--- src/rtl/mat_mult_pkg.sv ---
// Shared types and constants for the mat_mult host sequencer.
//   word_t      : one datapath element at the default width
//   state_t     : sequencer FSM state encoding
//   *_f helpers : host address map for an arbitrary matrix dimension n
//   *_BASE/ADDR : host address map at the default dimension
//   CTRL_*/ST_* : bit positions inside the CTRL and STATUS words
package mat_mult_pkg;

  localparam int unsigned MM_N  = 2;
  localparam int unsigned MM_W  = 27;
  localparam int unsigned CNT_W = 8;   // holds LAT-1 for LAT up to 255

  typedef logic [MM_W-1:0] word_t;

  typedef enum logic [1:0] {
    IDLE = 2'd0,
    CLR  = 2'd1,
    RUN  = 2'd2,
    CAPT = 2'd3
  } state_t;

  function automatic int unsigned b_base_f(input int unsigned n);
    return n * n;
  endfunction

  function automatic int unsigned res_base_f(input int unsigned n);
    return 2 * n * n;
  endfunction

  function automatic int unsigned ctrl_addr_f(input int unsigned n);
    return 3 * n * n;
  endfunction

  function automatic int unsigned status_addr_f(input int unsigned n);
    return 3 * n * n + 1;
  endfunction

  localparam int unsigned A_BASE      = 0;
  localparam int unsigned B_BASE      = b_base_f(MM_N);
  localparam int unsigned RES_BASE    = res_base_f(MM_N);
  localparam int unsigned CTRL_ADDR   = ctrl_addr_f(MM_N);
  localparam int unsigned STATUS_ADDR = status_addr_f(MM_N);

  localparam int unsigned CTRL_START_BIT = 0;
  localparam int unsigned CTRL_MODE_BIT  = 1;
  localparam int unsigned ST_BUSY_BIT    = 0;
  localparam int unsigned ST_DONE_BIT    = 1;
  localparam int unsigned ST_ERR_BIT     = 2;

endpackage

--- src/rtl/mat_mult_opbuf.sv ---
// Operand/result element storage for the sequencer.
//   clk, rst_n : clock, async active-low reset (clears A, B and RES)
//   wr_en      : host write strobe, already gated off while a run is active
//   addr/wdata : host word address and data
//   capt_en    : load RES from result this cycle
//   result     : packed datapath result
//   dataa/b    : packed A and B straight from storage
//   rdata_c    : combinational read mux over A, B and RES (0 outside that range)
module mat_mult_opbuf
  import mat_mult_pkg::*;
#(
  parameter int unsigned N  = MM_N,
  parameter int unsigned W  = MM_W,
  parameter int unsigned AW = 4
) (
  input  logic             clk,
  input  logic             rst_n,
  input  logic             wr_en,
  input  logic [AW-1:0]    addr,
  input  logic [W-1:0]     wdata,
  input  logic             capt_en,
  input  logic [N*N*W-1:0] result,
  output logic [N*N*W-1:0] dataa,
  output logic [N*N*W-1:0] datab,
  output logic [W-1:0]     rdata_c
);

  localparam int unsigned NE  = N * N;
  localparam int unsigned BB  = b_base_f(N);
  localparam int unsigned RB  = res_base_f(N);

  logic [W-1:0] a_q   [NE];
  logic [W-1:0] a_d   [NE];
  logic [W-1:0] b_q   [NE];
  logic [W-1:0] b_d   [NE];
  logic [W-1:0] res_q [NE];
  logic [W-1:0] res_d [NE];

  // Write decode and result capture.
  always_comb begin
    a_d   = a_q;
    b_d   = b_q;
    res_d = res_q;
    for (int unsigned i = 0; i < NE; i++) begin
      if (wr_en && (addr == AW'(A_BASE + i))) a_d[i] = wdata;
      if (wr_en && (addr == AW'(BB + i)))     b_d[i] = wdata;
      if (capt_en)                            res_d[i] = result[i*W +: W];
    end
  end

  always_ff @(posedge clk or negedge rst_n) begin
    if (!rst_n) begin
      for (int unsigned i = 0; i < NE; i++) begin
        a_q[i]   <= '0;
        b_q[i]   <= '0;
        res_q[i] <= '0;
      end
    end else begin
      a_q   <= a_d;
      b_q   <= b_d;
      res_q <= res_d;
    end
  end

  // Read mux and packed operand views.
  always_comb begin
    rdata_c = '0;
    dataa   = '0;
    datab   = '0;
    for (int unsigned i = 0; i < NE; i++) begin
      if (addr == AW'(A_BASE + i)) rdata_c = a_q[i];
      if (addr == AW'(BB + i))     rdata_c = b_q[i];
      if (addr == AW'(RB + i))     rdata_c = res_q[i];
      dataa[i*W +: W] = a_q[i];
      datab[i*W +: W] = b_q[i];
    end
  end

endmodule

--- src/rtl/mat_mult_sequencer.sv ---
// Host-facing controller for the NxN matrix datapath: buffers A/B, runs the
// datapath (clear, LAT enable cycles, capture) and exposes the result.
//   clk, rst_n          : clock, async active-low reset
//   host_wr/rd/addr/wdata : register-bus strobes, address, write data
//   host_rdata          : registered read data, valid the cycle after host_rd
//   busy                : run in progress
//   mm_en/mm_rst/mm_mode: datapath enable, sync clear, mode
//   mm_dataa/mm_datab   : packed operands, element [i][j] at (i*N+j)*W
//   mm_result           : packed datapath result
//   irq                 : only with MAT_MULT_SEQUENCER_IRQ_EN defined; high while done
module mat_mult_sequencer
  import mat_mult_pkg::*;
#(
  parameter int unsigned N   = MM_N,
  parameter int unsigned W   = MM_W,
  parameter int unsigned LAT = 8,
  localparam int unsigned AW = $clog2(3 * N * N + 2)
) (
  input  logic             clk,
  input  logic             rst_n,
  input  logic             host_wr,
  input  logic             host_rd,
  input  logic [AW-1:0]    host_addr,
  input  logic [W-1:0]     host_wdata,
  output logic [W-1:0]     host_rdata,
  output logic             busy,
  output logic             mm_en,
  output logic             mm_rst,
  output logic             mm_mode,
  output logic [N*N*W-1:0] mm_dataa,
  output logic [N*N*W-1:0] mm_datab,
  input  logic [N*N*W-1:0] mm_result
`ifdef MAT_MULT_SEQUENCER_IRQ_EN
  ,
  output logic             irq
`endif
);

  localparam int unsigned RB = res_base_f(N);
  localparam int unsigned CA = ctrl_addr_f(N);
  localparam int unsigned SA = status_addr_f(N);

  state_t           state_q, state_d;
  logic [CNT_W-1:0] cnt_q, cnt_d;
  logic             mode_q, mode_d;
  logic             done_q, done_d;
  logic             err_q, err_d;
  logic             busy_q, busy_d;
  logic             en_q, en_d;
  logic             rst_q, rst_d;
  logic [W-1:0]     rdata_q, rdata_d;

  logic             idle_c;
  logic             ab_wr_c;
  logic             ctrl_wr_c;
  logic             status_rd_c;
  logic             buf_wr_c;
  logic [W-1:0]     buf_rdata_c;
  logic [W-1:0]     ctrl_word_c;
  logic [W-1:0]     status_word_c;

  mat_mult_opbuf #(
    .N  (N),
    .W  (W),
    .AW (AW)
  ) u_opbuf (
    .clk     (clk),
    .rst_n   (rst_n),
    .wr_en   (buf_wr_c),
    .addr    (host_addr),
    .wdata   (host_wdata),
    .capt_en (state_q == CAPT),
    .result  (mm_result),
    .dataa   (mm_dataa),
    .datab   (mm_datab),
    .rdata_c (buf_rdata_c)
  );

  // Host access decode; operand writes only land while idle.
  always_comb begin
    idle_c      = (state_q == IDLE);
    ab_wr_c     = host_wr && (host_addr < AW'(RB));
    ctrl_wr_c   = host_wr && (host_addr == AW'(CA));
    status_rd_c = host_rd && (host_addr == AW'(SA));
    buf_wr_c    = host_wr && idle_c;

    ctrl_word_c                = '0;
    ctrl_word_c[CTRL_MODE_BIT] = mode_q;

    // A read landing in CAPT already sees the done being set this cycle.
    status_word_c              = '0;
    status_word_c[ST_BUSY_BIT] = !idle_c;
    status_word_c[ST_DONE_BIT] = done_q || (state_q == CAPT);
    status_word_c[ST_ERR_BIT]  = err_q;
  end

  // Next-state, counter, sticky flags and read data.
  always_comb begin
    state_d = state_q;
    cnt_d   = cnt_q;
    mode_d  = mode_q;
    done_d  = done_q;
    err_d   = err_q;
    rdata_d = rdata_q;

    if (status_rd_c) begin
      done_d = 1'b0;
      err_d  = 1'b0;
    end

    case (state_q)
      IDLE: begin
        if (ctrl_wr_c) begin
          mode_d = host_wdata[CTRL_MODE_BIT];
          if (host_wdata[CTRL_START_BIT]) state_d = CLR;
        end
      end
      CLR: begin
        state_d = RUN;
        cnt_d   = CNT_W'(LAT - 1);
      end
      RUN: begin
        if (cnt_q == '0) state_d = CAPT;
        else             cnt_d   = cnt_q - CNT_W'(1);
      end
      CAPT: begin
        state_d = IDLE;
        done_d  = 1'b1;
      end
      default: state_d = IDLE;
    endcase

    // Rejected writes during a run; set after clear so a same-cycle set wins.
    if (!idle_c && (ab_wr_c || ctrl_wr_c)) err_d = 1'b1;

    if (host_rd) begin
      if (host_addr == AW'(CA))      rdata_d = ctrl_word_c;
      else if (host_addr == AW'(SA)) rdata_d = status_word_c;
      else                           rdata_d = buf_rdata_c;
    end

    busy_d = (state_d != IDLE);
    en_d   = (state_d == RUN);
    rst_d  = (state_d == CLR);
  end

  always_ff @(posedge clk or negedge rst_n) begin
    if (!rst_n) begin
      state_q <= IDLE;
      cnt_q   <= '0;
      mode_q  <= 1'b0;
      done_q  <= 1'b0;
      err_q   <= 1'b0;
      busy_q  <= 1'b0;
      en_q    <= 1'b0;
      rst_q   <= 1'b0;
      rdata_q <= '0;
    end else begin
      state_q <= state_d;
      cnt_q   <= cnt_d;
      mode_q  <= mode_d;
      done_q  <= done_d;
      err_q   <= err_d;
      busy_q  <= busy_d;
      en_q    <= en_d;
      rst_q   <= rst_d;
      rdata_q <= rdata_d;
    end
  end

  assign host_rdata = rdata_q;
  assign busy       = busy_q;
  assign mm_en      = en_q;
  assign mm_rst     = rst_q;
  assign mm_mode    = mode_q;

`ifdef MAT_MULT_SEQUENCER_IRQ_EN
  assign irq = done_q;
`endif

endmodule

--- config.mk ---
export PLATFORM = sky130hd
export DESIGN_NAME = mat_mult_sequencer
export DESIGN_NICKNAME = d
export VERILOG_FILES = /design/src/rtl/mat_mult_pkg.sv /design/src/rtl/mat_mult_opbuf.sv /design/src/rtl/mat_mult_sequencer.sv
export SDC_FILE = /design/constraint.sdc
export NUM_CORES = 1
export LEC_CHECK = 0
export ABC_AREA = 1
export CORE_MARGIN = 2
export CORE_UTILIZATION = 45
export DETAILED_ROUTE_END_ITERATION = 8
export GPL_TIMING_DRIVEN = 0
export PLACE_DENSITY = 0.79
export SYNTH_ARGS = -nofsm -noshare
export SYNTH_HDL_FRONTEND = slang
export SYNTH_HIERARCHICAL = 1
export SYNTH_SLANG_ARGS = --single-unit
--- constraint.sdc ---
create_clock -name clk -period 3.8 [get_ports clk]
set_clock_uncertainty 0.1 [all_clocks]
set_input_delay 0.76 -clock clk [delete_from_list [all_inputs] [get_ports clk]]
set_output_delay 0.76 -clock clk [all_outputs]
set_load 0.1 [all_outputs]
==> impl_metrics.yaml <==
clocking:
  cts_buffer_depth: 3
  cts_hold_buf: 0
  clkLatencyLatePin_ns: 0.55
  cts_tree: "built"
  postCtsSetupBuffers: 0
  clkTransAtPathRegs_ns: 0.06
  ctsResizeCount: 0
  htreeDepth: 2
  clockRootBuffer: "clkbuf_16"
  cts_buffers: 42
  clkSinkCount: 367
worst_setup_path:
  cp.arrival_ns: 3.68
  rrSetupSlack_ns: 0.77
  worstSetupPathType: "primary input to flop"
  worstSetupEndpointType: "flop"
  r2r_cells: 5
  r2r-start: "state_q[0]"
  worstPathMaxFanout: 10
  critPathLaunchType: "primary input"
  required_ns: 4.11
  r2r_end: "u_opbuf/res_q[106]"
floorplanning:
  num_rows: 70
  die_h_um: 196
  die_area_mm2: 0.0386
  dieWidth_um: 196
  initial_core_util: 0.456
  io_pins: 390
  core_mm2: 0.0365
synth:
  synth_common_cells: "nand2_1, dfrtp_1, o21ai_0"
  yosysTopAreaCellShare: 0.551
  synth_flop_cell: "dfrtp_1"
  ys_ff_latch: 367
  synth_top_cells_by_area: "dfrtp_1, nand2_1, o21ai_0"
  synth_top_area_cell: "dfrtp_1"
  synth_edf_count: 0
  synth_nets: 2118
  ys_seq_area_frac: 0.551
  ys_warn_count: 6
  yosysMostFrequentCell: "nand2_1"
  ys_types: 29
  syn_inst: 1968
  synth.avg_cell_area_um2: 8.46
  async_flop_share: 1.00
  syn_area_mm2: 0.0167
status:
  status: "finished clean"
global_route:
  grt.total_usage: 0.326
  overflow: 0
  antenna_found_initial: 1
  grt_max_degree: 113
  grt_pass1_vias: 15800
  grt_pass1_wl_mm: 94.5
sta:
  timing.fmax_mhz: 297
  setup_viol: 0
  max-slew-margin-rel: 0.243
  fin_crit_sh: 0.885
  rsz0062_at_grt: "no"
  worst_pin_slew_ns: 1.13
  min_period_ns: 3.36
  finalHoldViolations: 0
  drv_slew: 0
  fin_tns_setup_ns: 0
job:
  drv_cap: 0
detailed_routing:
  ant_nets: 0
  route.detailed.drc: 0
  drt_first_pass_iters: 6
  vias_per_cell: 5.54
  wl_per_cell_um: 21.9
  wirelength_mm: 63.4
  via_count: 16100
  dr.first_iter.drc_count: 1562
final_layout:
  synthToLayoutAreaGrowth_pct: 35.2
  fill_cells: 3140
  finalNetCount: 2553
  drive_above_1_share: 0.0798
placed_design:
  hpwl_mm: 48.8
  io_buffers: 388
  globalplace.congestion: 0.939
hold_path:
  holdCritPathClass: "primary input to async pin"
kinds of logic after synthesis:
family          after synthesis  share of synthesized area
mux                          62                     0.0419
compound gates              313                     0.0946
simple gates                946                      0.242
xor+xnor                      1                   0.000526
fa+ha+maj                     7                    0.00526
buf+inv                     272                     0.0639
flops                       367                      0.551
metrics by stage:
stage / area [um2] / worst slack [ns] / hold WS, ns / utilization / std cells
after detailed placement: 21200 / -0.00441 / 0.346 / 0.581 / 2827
after global routing: 22500 / 0.372 / 0.0475 / 0.617 / 2898
after global placement: 21100 / -13.92 / 0.342 / 0.578 / 2824
final: 22500 / 0.435 / 0.0297 / 0.617 / 2899
after floorplan: 16700 / 1.64 / 0.324 / - / 1968
after CTS: 22500 / 0.521 / 0.0232 / 0.617 / 2898
registers in the layout, summed over array words and instances (netlist names), 2 cells and up:
register	flops
u_opbuf/datab	108
u_opbuf/dataa	108
host_rdata	27
u_opbuf/res_q	108
cnt_q	8
state_q	2
worst max-delay path, stage by stage:
cell	delay, ns
clkdlybuf4s50_1	0.75
inv_2	0.11
nor2_4	0.25
nand2_1	0.25
inv_2	0.23
clkbuf_1	0.59
nand2_1	0.10
nand2_1	0.14
nand3_1	0.11
nand2_1	0.11
nand4_1	0.11
nand3_1	0.10
nand2_1	0.06
cell type report:
| class | instances | area, um2 | share of cell area |
|---|---|---|---|
| flip-flops and latches | 367 | 9180 | 0.408 |
| multi-input cells | 1329 | 6410 | 0.284 |
| repair buffers | 391 | 3970 | 0.176 |
| clock buffers | 64 | 1240 | 0.0553 |
| inverters | 165 | 619 | 0.0275 |
| well taps | 468 | 586 | 0.0260 |
| plain buffers | 107 | 444 | 0.0197 |
| clock inverters | 7 | 66.3 | 0.00294 |
| diodes | 1 | 2.50 | 0.000111 |
layout by cell type, fill, tap and decap left out, drive strengths merged:
cell           instances
nor2                  82
nand4                 35
nor3                   2
dfrtp                367
inv                  166
o21ai                296
diode                  1
a21oi                 16
clkdlybuf4s50        387
mux2                  62
clkinv                 4
bufinv                 1
nand2                632
or2                   33
a31oi                  1
nand3                162
xor2                   1
clkbuf               136
ha                     7
buf                   39
clkinvlp               1
worst max-delay path by stage:
stage,slack [ns],from,depth (start not counted),endpoint
after global routing,0.37,host_addr[0],13,host_rdata[8]
after detailed placement,-0.004,host_addr[0],13,host_rdata[13]
after CTS,0.52,host_addr[0],13,host_rdata[13]
after floorplan,1.64,host_addr[0],13,host_rdata[1]
after global placement,-13.92,rst_n,1,u_opbuf/datab[20]
final,0.44,host_addr[0],13,host_rdata[8]
per-layer routing:
metal	share of wire	routed length (um)	global-route usage
met3	0.098	6200	0.0650
met5	0	0	0
met2	0.47	29600	0.525
met1	0.40	25200	0.436
met4	0.038	2440	0.128
Power is left out: the tool's default activity adds up to more than one toggle a clock period on the data nets, which glitch-free logic cannot reach.
